$ cat src/rtl/multi_zone_light_ctrl.sv
// multi_zone_light_ctrl: per-zone occupancy lights with hold timers, manual override and a shared hysteretic dark flag
module multi_zone_light_ctrl #(
    parameter int NUM_ZONES   = 4,
    parameter int LUM_W       = 8,
    parameter int LUM_ON_TH   = 32,
    parameter int LUM_OFF_TH  = 64,
    parameter int HOLD_CYCLES = 8
) (
    input  logic                           clk,
    input  logic                           reset,
    input  logic [LUM_W-1:0]               lum_sen,
    input  logic [NUM_ZONES-1:0]           motion_sen,
    input  logic [NUM_ZONES-1:0]           ir_sen,
    input  logic [NUM_ZONES-1:0]           manual,
    input  logic [NUM_ZONES-1:0]           man_val,
    output logic [NUM_ZONES-1:0]           int_light,
    output logic                           dark,
    output logic [$clog2(NUM_ZONES+1)-1:0] lights_on
);
    localparam int TW = $clog2(HOLD_CYCLES + 1);
    localparam int LW = $clog2(NUM_ZONES + 1);
    localparam logic [LUM_W-1:0] ON_TH     = LUM_W'(LUM_ON_TH);
    localparam logic [LUM_W-1:0] OFF_TH    = LUM_W'(LUM_OFF_TH);
    localparam logic [TW-1:0]    HOLD_INIT = TW'(HOLD_CYCLES - 1);

    typedef enum logic [1:0] {OFF, ON, HOLD} state_t;

    state_t               st [NUM_ZONES];
    state_t               st_n [NUM_ZONES];
    logic [TW-1:0]        tmr [NUM_ZONES];
    logic [TW-1:0]        tmr_n [NUM_ZONES];
    logic [NUM_ZONES-1:0] occ;
    logic [NUM_ZONES-1:0] light_n;
    logic                 dark_n;

    assign occ    = motion_sen | ir_sen;
    assign dark_n = (lum_sen < ON_TH) ? 1'b1 : (lum_sen > OFF_TH) ? 1'b0 : dark;

    always_ff @(posedge clk) begin
        if (reset) begin
            dark      <= 1'b0;
            int_light <= '0;
            for (int i = 0; i < NUM_ZONES; i++) begin
                st[i]  <= OFF;
                tmr[i] <= '0;
            end
        end else begin
            dark      <= dark_n;
            int_light <= light_n;
            for (int i = 0; i < NUM_ZONES; i++) begin
                st[i]  <= st_n[i];
                tmr[i] <= tmr_n[i];
            end
        end
    end

    // zones act on the registered dark flag, giving two edges from lum to light
    always_comb begin
        for (int i = 0; i < NUM_ZONES; i++) begin
            st_n[i]  = st[i];
            tmr_n[i] = tmr[i];
            if (manual[i] || !dark) begin
                st_n[i]  = OFF;
                tmr_n[i] = '0;
            end else if (st[i] == OFF) begin
                st_n[i] = occ[i] ? ON : OFF;
            end else if (st[i] == ON) begin
                if (!occ[i]) begin
                    st_n[i]  = HOLD;
                    tmr_n[i] = HOLD_INIT;
                end
            end else if (occ[i]) begin
                st_n[i] = ON;
            end else if (tmr[i] == '0) begin
                st_n[i] = OFF;
            end else begin
                tmr_n[i] = tmr[i] - 1'b1;
            end
        end
    end

    always_comb begin
        for (int i = 0; i < NUM_ZONES; i++)
            light_n[i] = manual[i] ? man_val[i] : (st_n[i] != OFF);
    end

    always_comb begin
        lights_on = '0;
        for (int i = 0; i < NUM_ZONES; i++)
            lights_on = lights_on + LW'(int_light[i]);
    end
endmodule

$ cat config.mk
export PLATFORM = sky130hd
export DESIGN_NAME = multi_zone_light_ctrl
export DESIGN_NICKNAME = d
export VERILOG_FILES = /design/src/rtl/multi_zone_light_ctrl.sv
export SDC_FILE = /design/constraint.sdc
export NUM_CORES = 1
export LEC_CHECK = 0
export BUFFER_PORTS_ARGS = -buffer_cell sky130_fd_sc_hd__buf_2
export CAP_MARGIN = 10
export CELL_PAD_IN_SITES_DETAIL_PLACEMENT = 0
export CELL_PAD_IN_SITES_GLOBAL_PLACEMENT = 1
export CORE_UTILIZATION = 36
export DETAILED_ROUTE_END_ITERATION = 6
export MAX_ROUTING_LAYER = met4
export PLACE_DENSITY_LB_ADDON = 0.25
export SLEW_MARGIN = 25
export SYNTH_ARGS = -nofsm -noshare
export SYNTH_HDL_FRONTEND = slang
export SYNTH_SLANG_ARGS = --single-unit
$ cat constraint.sdc
create_clock -name clk -period 1.7 [get_ports clk]
set_input_delay 0.51 -clock clk [delete_from_list [all_inputs] [get_ports clk]]
set_output_delay 0.51 -clock clk [all_outputs]
set_load 0.05 [all_outputs]
==> results.json <==
{
  "synth_flop_cell": "dfxtp_1",
  "drv.max_cap_violation_count": 0,
  "drc": 0,
  "route.final.wire_length_mm": 3.59,
  "post-route-cell-area_sq_um": 2040,
  "syn_area_sq_um": 1580,
  "dp_slack_ns": -0.410,
  "min_path_type": "in -> reg",
  "worstSetupStartpointType": "flip-flop",
  "synth_edf_count": 0,
  "p_sw_share_pct": 25.2,
  "syn_area_per_cell_sq_um": 8.84,
  "clk_pin_slew_ns": 0.06,
  "post_dp_cell_area_sq_um": 1920,
  "layout_setup_ws_ns": -0.600,
  "finalWorstPathRequiredPeriod_ns": 2.30,
  "cts_tree": "built",
  "path_class": "reg -> out",
  "groute.usage.overall_pct": 18.5,
  "ys_seq_elements": 29,
  "grt_pass1_vias": 1438,
  "fmax_ghz": 0.435,
  "synth_top_area_share_pct": 36.7,
  "yosys_warnings": 0,
  "clock-sinks": 29,
  "die_height_microns": 68.3,
  "synthCells": 179,
  "cts_hold_buffers": 0,
  "area_growth_syn_to_layout_pct": 29.0,
  "design.portCount": 34,
  "drt_pass1_iterations": 4,
  "vdd.ir_drop.worst_mv": 0.365,
  "worstSetupEndpointType": "output pin",
  "yosys-top-cells-count": "dfxtp_1, inv_1, nor2_1, or3b_1",
  "power-per-cell-area_nw_per_um2": 702,
  "fin_skew_ns": 0.00777,
  "wl_per_cell_microns": 13.0,
  "cts_made_buffers": 5,
  "synth_area_leader_cell": "dfxtp_1",
  "core-area_sq_um": 4120,
  "failing_checks": "setup timing",
  "worst_margin_slew_ns": 0.582,
  "port-buffer-count": 33,
  "design_power_total_w": 0.00143,
  "outcome": "complete, but fails checks",
  "antenna_violations_before_repair": 0,
  "syn-num-nets": 212,
  "grt_overflow_total": 0,
  "detailroute.via_count": 1505,
  "dieWidth_microns": 68.3,
  "floorplan.initialDensity_pct": 38.4,
  "cts_max_level": 2,
  "n_antenna_cell": 0,
  "unrepaired_setup_endpoints_after_global_routing": "yes",
  "ctsRootBufferMaster": "clkbuf_8",
  "clock_insertion_delay_worst_skew_ns": 0.28,
  "worstPathArrival_ns": 1.79,
  "worst_r2r_path_depth": 3,
  "place.detailed.hpwl_mm": 2.77,
  "drive_above_1_share_pct": 29.6,
  "synthArstFlopShare_pct": 0,
  "clockBufferDepth": 2,
  "grt_max_degree": 14,
  "synth_top_cells_by_area": "dfxtp_1, or3b_1, ha_1",
  "hold_slack_ns": 0.405,
  "synth_cell_type_count": 46,
  "net-switching-power_w": 0.000361,
  "intPower_w": 0.00107,
  "detail_route.iter0.violations": 81,
  "place_congestion": 0.773,
  "placed_cells_incl_taps": 268,
  "final_period_util_pct": 135,
  "grt_first_pass_wirelength_mm": 6.20,
  "power_frac_comb_pct": 11.2,
  "post_drt_via_cell_ratio": 5.45,
  "min_path_cells": 2,
  "crit_fanout": 2,
  "timing.slew.headroom_pct": 60.6,
  "maxSlewViolCount": 0,
  "power.leakage_nw": 0.758,
  "finalSetupViolCount": 3,
  "synth_seq_area_share_pct": 36.7,
  "die_area_sq_um": 4660,
  "synth_most_common_cell": "dfxtp_1",
  "drt.antenna.violating_nets": 0,
  "sequentialPowerShare_pct": 47.9,
  "final_hold_fails": 0,
  "placement_rows": 23,
  "instances_no_fill": 276,
  "nNetsFinal": 258,
  "power_frac_clock_pct": 41.0,
  "cp.required_ns": 1.19
}
## cell usage in the layout (no fill, tap or decap), types with 4 or more instances in the layout
| master | Yosys | layout |
|---|---|---|
| ha_1 | 6 | 4 |
| o21ai_0 | 4 | 4 |
| nand3_1 | 7 | 7 |
| a31oi_1 | 5 | 5 |
| buf_2 | 0 | 30 |
| or3b_1 | 9 | 8 |
| mux2i_1 | 5 | 5 |
| a211oi_1 | 6 | 6 |
| nor2_1 | 11 | 11 |
| nand2_1 | 7 | 7 |
| nor3_1 | 4 | 4 |
| clkbuf_8 | 0 | 6 |
| inv_1 | 14 | 11 |
| buf_4 | 1 | 15 |
| dfxtp_1 | 29 | 26 |
| a21oi_1 | 8 | 8 |
| or4b_1 | 4 | 4 |
## critical path, cell delays in order (launching register included)
cell     delay (ns)
dfxtp_4        0.34
inv_2          0.03
fa_1           0.54
inv_2          0.05
ha_4           0.15
ha_4           0.26
buf_8          0.13
## layout make-up
cell class,count,area [sq um]
inverters,14,52.6
clock buffers,6,82.6
clock inverters,2,8.76
flip-flops and latches,29,592
multi-input cells,127,938
well taps,50,62.6
repair buffers,48,304
fillers,391,2070
## stage by stage
stage | TNS, ns | util, %
after floorplan | -0.794 | -
after global placement | -0.959 | 46.7
after detailed placement | -0.978 | 46.7
after CTS | -1.58 | 49.5
after global routing | -1.74 | 49.6
final | -1.54 | 49.6
## sequential cells by signal, indices dropped and copies added (netlist names)
register	flops
tmr	16
dark	1
int_light	4
st	8
## timing repair
item	in CTS	in global routing
setup endpoints to repair	3	4
buffers inserted	0	0
gates resized for setup	10	1
pin swaps	2	2
## power by group through the flow
| stage | combinational [W] | sequential, W | clock (W) |
|---|---|---|---|
| finish | 0.000160 | 0.000686 | 0.000587 |
| global route | 0.000176 | 0.000687 | 0.000639 |
| floorplan | 0.0000692 | 0.000718 | 0 |
| detailed placement | 0.000142 | 0.000702 | 0 |
| global placement | 0.000140 | 0.000701 | 0 |
| CTS | 0.000160 | 0.000687 | 0.000604 |
## metal layers
metal	GRT usage [%]	share of wire, %	vias to the layer above	wire length (microns)
met2	31.4	47	38	1680
li1	-	-	771	-
met3	5.33	5.2	2	185
met5	-	0	-	0
met1	20.9	48	694	1710
met4	5.47	0.47	0	17
## path summary, 6_finish.rpt
kind	start	to	slack (ns)
worst max-delay path	int_light[3]	lights_on[1]	-0.60
worst min-delay path	lum_sen[7]	dark	0.40
worst max register to register	tmr[3][0]	tmr[3][3]	0.13
worst min register to register	tmr[0][3]	tmr[0][2]	0.50
## cell families after synthesis
family / count (synthesis) / share of synthesized area, %
buffers and inverters: 23 / 5.70
AND/OR/NAND/NOR: 70 / 28.6
AO/OA/AOI/OAI: 45 / 19.8
multiplexers: 5 / 3.16
flip-flops: 29 / 36.7
adder cells (fa/ha/maj): 7 / 6.01
No activity file was read; power rests on OpenSTA's default activity.
